$ cat src/rtl/icache_line_buffer.sv
// Blocking, fully-associative instruction cache of NUM_LINES 16-byte lines with 4-beat refill.
// Optional hit/miss counters (perf_hit, perf_miss) are built when ICACHE_PERF_CNT_EN is defined.
module icache_line_buffer #(
  parameter int NUM_LINES = 4
) (
  input  logic         clock,
  input  logic         reset,
  input  logic         valid,
  output logic         ready,
  input  logic [31:0]  araddr,
  input  logic         uncached,
  output logic         rvalid,
  output logic [127:0] rdata,
  input  logic         cacop_en,
  input  logic [1:0]   cacop_code,
  input  logic [31:0]  cacop_addr,
  output logic         rd_req,
  output logic [2:0]   rd_type,
  output logic [31:0]  rd_addr,
  input  logic         rd_rdy,
  input  logic         ret_valid,
  input  logic         ret_last,
`ifdef ICACHE_PERF_CNT_EN
  input  logic [31:0]  ret_data,
  output logic [31:0]  perf_hit,
  output logic [31:0]  perf_miss
`else
  input  logic [31:0]  ret_data
`endif
);

  localparam int IW = $clog2(NUM_LINES);

  typedef enum logic [1:0] {IDLE, MISS, REFILL} state_t;

  state_t               state, state_nxt;
  logic [27:0]          tag_q  [NUM_LINES];
  logic [127:0]         data_q [NUM_LINES];
  logic [NUM_LINES-1:0] line_vld;
  logic [IW-1:0]        repl_ptr;
  logic [1:0]           beat_cnt;
  logic [127:0]         fill_buf;
  logic [127:0]         fill_next;
  logic [27:0]          miss_tag;
  logic                 miss_unc;

  logic                 hit;
  logic [IW-1:0]        hit_idx;
  logic                 accept_cop;
  logic                 fetch_hit;
  logic                 fetch_miss;
  logic                 beat_last;
  logic                 line_wr;
  logic                 unused_bits;

  assign unused_bits = ^{araddr[3:0], cacop_addr[3:0]};

  always_comb begin
    hit     = 1'b0;
    hit_idx = '0;
    for (int i = 0; i < NUM_LINES; i++) begin
      if (line_vld[i] && (tag_q[i] == araddr[31:4])) begin
        hit     = 1'b1;
        hit_idx = IW'(i);
      end
    end
  end

  // Cacop has priority; a fetch presented alongside it waits for the next cycle.
  assign ready      = (state == IDLE) && !reset;
  assign accept_cop = ready && cacop_en;
  assign fetch_hit  = ready && valid && !cacop_en && !uncached && hit;
  assign fetch_miss = ready && valid && !cacop_en && (uncached || !hit);
  assign beat_last  = (state == REFILL) && ret_valid && ret_last;
  assign line_wr    = beat_last && !miss_unc;

  assign rd_req  = (state == MISS);
  assign rd_type = 3'b100;
  assign rd_addr = {miss_tag, 4'b0000};

  always_comb begin
    fill_next                           = fill_buf;
    fill_next[{beat_cnt, 5'b00000} +: 32] = ret_data;
  end

  always_ff @(posedge clock) begin
    if (reset) state <= IDLE;
    else       state <= state_nxt;
  end

  always_comb begin
    state_nxt = state;
    case (state)
      IDLE:    if (fetch_miss) state_nxt = MISS;
      MISS:    if (rd_rdy)     state_nxt = REFILL;
      REFILL:  if (beat_last)  state_nxt = IDLE;
      default: state_nxt = IDLE;
    endcase
  end

  // Control: line valid bits, replacement pointer, response register
  always_ff @(posedge clock) begin
    if (reset) begin
      line_vld <= '0;
      repl_ptr <= '0;
      rvalid   <= 1'b0;
      rdata    <= '0;
    end else begin
      rvalid <= 1'b0;
      if (accept_cop) begin
        case (cacop_code)
          2'd0, 2'd1: line_vld[cacop_addr[IW+3:4]] <= 1'b0;
          2'd2: begin
            for (int i = 0; i < NUM_LINES; i++) begin
              if (tag_q[i] == cacop_addr[31:4]) line_vld[i] <= 1'b0;
            end
          end
          default: ;
        endcase
      end
      if (fetch_hit) begin
        rvalid <= 1'b1;
        rdata  <= data_q[hit_idx];
      end
      if (beat_last) begin
        rvalid <= 1'b1;
        rdata  <= fill_next;
      end
      if (line_wr) begin
        line_vld[repl_ptr] <= 1'b1;
        repl_ptr           <= repl_ptr + 1'b1;
      end
    end
  end

  // Data: miss address latch, fill buffer and line storage
  always_ff @(posedge clock) begin
    if (fetch_miss) begin
      miss_tag <= araddr[31:4];
      miss_unc <= uncached;
    end
    if ((state == MISS) && rd_rdy) begin
      fill_buf <= '0;
      beat_cnt <= '0;
    end
    if ((state == REFILL) && ret_valid) begin
      fill_buf <= fill_next;
      beat_cnt <= beat_cnt + 2'd1;
    end
    if (line_wr) begin
      tag_q[repl_ptr]  <= miss_tag;
      data_q[repl_ptr] <= fill_next;
    end
  end

`ifdef ICACHE_PERF_CNT_EN
  always_ff @(posedge clock) begin
    if (reset) begin
      perf_hit  <= '0;
      perf_miss <= '0;
    end else begin
      if (fetch_hit)  perf_hit  <= perf_hit + 32'd1;
      if (fetch_miss) perf_miss <= perf_miss + 32'd1;
    end
  end
`endif

endmodule

$ cat config.mk
export PLATFORM = sky130hd
export DESIGN_NAME = icache_line_buffer
export DESIGN_NICKNAME = d
export VERILOG_FILES = /design/src/rtl/icache_line_buffer.sv
export SDC_FILE = /design/constraint.sdc
export NUM_CORES = 1
export LEC_CHECK = 0
export CELL_PAD_IN_SITES_DETAIL_PLACEMENT = 2
export CELL_PAD_IN_SITES_GLOBAL_PLACEMENT = 2
export CORE_AREA = 2 2 314 347
export CTS_BUF_LIST = sky130_fd_sc_hd__clkbuf_8 sky130_fd_sc_hd__clkbuf_16
export DETAILED_ROUTE_END_ITERATION = 8
export DIE_AREA = 0 0 316 349
export PLACE_DENSITY = 0.84
export SLEW_MARGIN = 25
export SYNTH_ARGS = -nofsm -noshare
export SYNTH_HDL_FRONTEND = slang
export SYNTH_SLANG_ARGS = --single-unit
$ cat constraint.sdc
create_clock -name clock -period 4.8 [get_ports clock]
set_input_delay 0.96 -clock clock [delete_from_list [all_inputs] [get_ports clock]]
set_output_delay 0.96 -clock clock [all_outputs]
set_load 0.05 [all_outputs]
---- Word level (Yosys, flattened, before mapping) ----
Memory sizes are Yosys's and may differ from the RTL's.
Index checks and enable logic that the tools add are counted.
storage, ports and cells
  register bits after elaboration ......... 296
  RAM bits ................................ 624
  logic and storage cells ................. 101
  memories kept ........................... 2
memory list
  memory  words  width  rd ports  clocked after memory_dff  wr ports  RTL line  source
  data_q  4      128    1         0                         1         38        logic [127:0] data_q [NUM_LINES];
  tag_q   4      28     4         0                         1         37        logic [27:0] tag_q [NUM_LINES];
operators by class
  add/sub/neg operators ................... 3
  magnitude comparators ................... 4
  equal/unequal tests ..................... 15
  shifts and indexed selects .............. 2
  muxes and demuxes ....................... 34
  bitwise operators ....................... 3
  reduce and logical (&&, ||, !) cells .... 29
operators with widths
  kind                        number
  $mux W128                   4
  $eq A28 B28 Y1              8
  $bwmux W128                 1
  $shift A32 B9 Y128 const A  1
  $shiftx A32 B9 Y128         1
  $logic_and A1 B1 Y1         17
  $mux W1                     15
  $mux W2                     7
  $mux W4                     3
  $neg A7 Y9                  1
  $pmux W4 S2                 1
  $lt A2 B3 Y1 const B        2
  $pmux W2 S3                 1
  $logic_not A1 Y1            5
  $add A2 B1 Y2 const B       2
  $and A4 B4 Y4               1
  $demux W1 S2                2
  $eq A2 B1 Y1 const B        2
  $eq A2 B2 Y1 const B        2
  $ge A2 B1 Y1 const B        2
  $logic_not A2 Y1            2
  $ne A2 B2 Y1 const B        2
  $not A4 Y4                  1
  $or A4 B4 Y4                1
  other kinds (5)             6

---- Longest topological paths before layout ----
An unclocked memory read counts as a cell.
  word-level depth ........................ 12
  mapped depth ............................ 10

---- Least setup slack after synthesis ----
OpenSTA, ideal clock, no wires.
  path type ............................... input-to-reg
  from .................................... input port ret_valid
  to ...................................... memory data_q[0][0] (enable)
  library setup time ...................... 0.509 ns
  arrival time ............................ 4.583 ns
  data required time ...................... 4.291 ns
  slack ................................... -0.291 ns
  stages on the path ...................... 5
  path through ............................ and3b_1 nand2_1 nor2_1 nand2_1 inv_1
on the way
  cells in the longest elaborated chain, start to end .. 5
ends and longest elaborated chain
  what                              RTL line  source
  from (decl)                       21        input logic ret_valid,
  $logic_and A1 B1 Y1 (2 in a row)  74        assign beat_last = (state == REFILL) && ret_valid && ret_last;
  $logic_and A1 B1 Y1               75        assign line_wr = beat_last && !miss_unc;
  $mux W1                           150       if (line_wr) begin
  $mux W1 (implied by the code)     152       data_q[repl_ptr] <= fill_next;
  to (decl)                         38
No other way between the ends.

---- Worst setup path in the final report ----
  from .................................... input port araddr[7]
  to ...................................... register rdata[30]
on the way
  cells in the longest elaborated chain, start to end .. 8
  elaborated cells between the ends (all ways) .. 20
  classes of those cells .................. 4 x eq/ne; 9 x mux; 6 x reduce/logical; 1 x memory
ends and longest elaborated chain
  what                                              RTL line  source
  from (decl)                                       10        input logic [31:0] araddr,
  $eq A28 B28 Y1                                    62        if (line_vld[i] && (tag_q[i] == araddr[31:4])) begin
  $logic_and A1 B1 Y1                               62
  $mux W1                                           62
  $mux W2 or $mux W1 (tied branches) (2 in a row)   62
  $mem_v2 Z4 W128 or $mux W1 (tied branches)        -
  $mux W128 or $logic_and A1 B1 Y1 (tied branches)  121, 72
  $mux W128 or $reduce_bool A2 Y1 (tied branches)   -
  to (signal assigned)                              123       rdata <= data_q[hit_idx];
  to (signal assigned)                              127       rdata <= fill_next;
  to (decl)                                         13        output logic [127:0] rdata,
Parallel ways exist; a longest one is shown, timed or not. The select of a mux whose other input is x is not followed.
A chain may end at the register's enable or synchronous reset.

==> summary.md <==
| Metric | Value |
|---|---|
| Post-synthesis compound-gate area fraction | 0.1233 |
| Fin crit period | 4587 ps |
| Skew final | 61.08 ps |
| Netlist cell types | 44 |
| Total of max-cap violations | 0 |
| Cell Int Power | 13.20 mW |
| Reg2reg path depth | 8 |
| Post-synth top flop | edfxtp_1 |
| P&R area growth vs syn | 19.22% |
| Met2 usage | 0.4920 |
| Multi-input gate area in the final layout | 0.01150 mm2 |
| Hold path depth | 2 |
| Num ports | 272 |
| Top Usage Layer GRT | met2 |
| Share of cells above drive strength 1 | 0.06844 |
| Clk Latency, worst-skew pair | 720 ps |
| Leakage | 16.31 nW |
| Hold path start | data_q[3][69] |
| Clock slew at reported path FFs | 70 ps |
| Vias per Instance | 6.061 |
| First DRT Iteration DRCs | 2730 |
| Post-DRT Antenna Nets | 0 |
| Placed Instance Area | 0.04340 mm2 |
| Fillers | 10400 |
| Worst Hold Class | register to register |
| Multiplexer share of the synthesized area | 0 |
| Worst Tran Pin Value | 1260 ps |
| Setup bufs post-CTS | 0 |
| Clock power share | 0.451 |
| Clk sinks | 920 |
| Post-synth ARST share | 0 |
| Die ar. | 0.1103 mm2 |
| Logic pwr share | 0.044 |
| Sw Ratio | 0.2346 |
| DPL Wire Length | 90770 um |
| DR vias | 29090 |
| Status | finished clean |
| EDFF count, synth | 783 |
| Worst r2r src | tag_q[2][3] |
| First-pass GRT wire length | 231700 um |
| CP max FO | 129 |
| Syn avg cell area | 12.57 um2 |
| Clock root cell | clkbuf_16 |
| Fin crit share | 0.9556 |
| Worst Setup SP | araddr[7] |
| Power Total | 17.25 mW |
| Slew HR | 0.1597 |
| Setup Crit Path Kind | input pin to register |
| Starting Density | 0.3665 |
| Max Slew Vio Count | 0 |
| Most common cell after layout, fill and taps aside | edfxtp_1 |
| Startpoint Class | input pin |
| Placed cell count | 4614 |
| Clock Tree Buf Depth | 3 |
| Core Footprint | 0.1067 mm2 |
| Post-synthesis xor/xnor area fraction | 0.05038 |
| CP Capture Type | register |
| Die Span Y | 349 um |
| Setup_tns | 0 ps |
| Crit path setup slack, layout | 213.1 ps |
| Drt total wl | 160300 um |
| Pin count of the biggest net entering global routing | 130 |
| Die X | 316 um |
| Port Buffers | 256 |
| Final net count | 3421 |
| Hold_buf cts | 0 |
| P_sw | 4.048 mW |
| Non-Filler Instances | 4799 |
| Final hold violation count | 0 |
| Mapped cell area | 0.03912 mm2 |
| M1 GR Usage | 0.3454 |
| Post-route cell area | 0.04664 mm2 |
| Initial antenna violation count | 2 |
| VDD IR-drop max | 280.3 uV |
| Drc violations | 0 |
| Row count | 126 |
| Hold_ws | 497.1 ps |
| Worst EP arrival | 5100 ps |
| Power share of the sequential group | 0.505 |
| Post-Synth Adder-Cell Area | 0.002879 |
| Routed length per instance | 33.41 um |
| Maximum clock frequency | 218.0 MHz |
| Register area share after synthesis | 0.6712 |
| Final Util | 0.4370 |
| Vias in the first global route | 31660 |
| GRT Total Usage | 0.2867 |
| H-tree levels | 3 |
| Clock buffer count from CTS | 98 |
| Register Area | 0.02626 mm2 |
| M3 GR Usage | 0.04718 |
| R2R setup slack | 760 ps |
| Most frequent cells in the layout | edfxtp_1 (783), a21oi_1 (268), nor2_1 (266) |
| Number of synthesized register bits | 920 |
| Pwr Density | 369.9 mW/mm2 |
| Synth warn | 0 |
| Final Setup Violations | 0 |
| Post-cts sizing count | 0 |
| Initial DRT Pass Iterations | 5 |
| RSZ-0062 raised after global routing | false |
| Largest family of logic cells by synthesized area | compound AO/OA/AOI/OAI gates |
| GRT overflow | 0 |
| CTS tree | yes |
| Cells after Synth | 3113 |
| RD Place Congestion | 0.9247 |
| Post-Synth Simple-Gate Area | 0.1134 |
| Worst EP required | 5310 ps |
| Pre-CTS WS | 312.0 ps |
-- logic make-up (layout without fill, tap and decap cells) --
logic type                 Yosys count  after routing
AOI/OAI and AO/OA                  795            795
adders and majority gates            9              9
and+or+nand+nor                    797            797
buffers and inverters              365            637
other                                2              8
DFF                                920            920
xor gates and xnor gates           225            225
-- cells in the mapped netlist, types with 10 or more instances --
cell       count  area [um2]
buf_6         10       112.6
edfxtp_1     783       23510
dfxtp_1      137        2743
a211oi_1     128       960.9
nand4_1       40       250.2
a2bb2oi_1    128        1121
nor2b_1      129       807.0
a21oi_1      268        1341
o21ai_0      153       765.7
xnor2_1      123        1077
inv_1        140       525.5
nor3b_1      130       975.9
xor2_1       102       893.4
buf_2         31       155.2
and3_1       129       807.0
nor3_1        10       50.05
clkbuf_1     174       653.1
nor2_1       268        1006
nor4_1        38       237.7
nand2_1       24       90.09
o21ai_1      110       550.5
-- power by group through the flow --
stage | Clock [mW] | Combinational (mW) | Sequential [mW]
global placement | 0 | 0.681 | 8.88
CTS | 7.85 | 0.739 | 8.72
floorplan | 0 | 0.297 | 8.92
detailed placement | 0 | 0.718 | 8.89
global route | 8.10 | 0.782 | 8.72
finish | 7.78 | 0.758 | 8.72
-- worst max-delay path, stage by stage --
cell             delay (ps)
clkdlybuf4s50_1         610
xnor2_1                 670
nand3_1                 160
nor4_1                  870
and3_1                  350
o41ai_4                  90
buf_12                  240
a21oi_1                 440
o21ai_0                 240
-- path summary, 6_finish.rpt --
kind                to
max          rdata[30]
min          rdata[69]
max reg2reg  rdata[30]
min reg2reg  rdata[69]
-- cell type report --
class                      instances  share of cell area
sequential                       920              0.5630
multi-input combinational       1833              0.2465
timing repair buffer             313             0.07193
clock buffer                     113             0.05725
tap                             1408             0.03777
clock inverter                    71             0.01191
inverter                         140             0.01159
antenna                            1          0.00005366
-- layer usage --
layer / up-vias / routed length, um / part of all wire
met5: - / 18 / 0.00011
met4: 4 / 8736 / 0.054
met3: 403 / 11300 / 0.070
met2: 1519 / 80000 / 0.50
met1: 15360 / 60290 / 0.38
li1: 11810 / - / -
-- flip-flops by register name (all words and copies together), names as in the netlist, 2 cells and up --
name,count
rdata,128
beat_cnt,2
line_vld,4
state,2
fill_buf,128
repl_ptr,2
miss_tag,28
data_q,512
tag_q,112
Power figures use the tool's default switching activity.
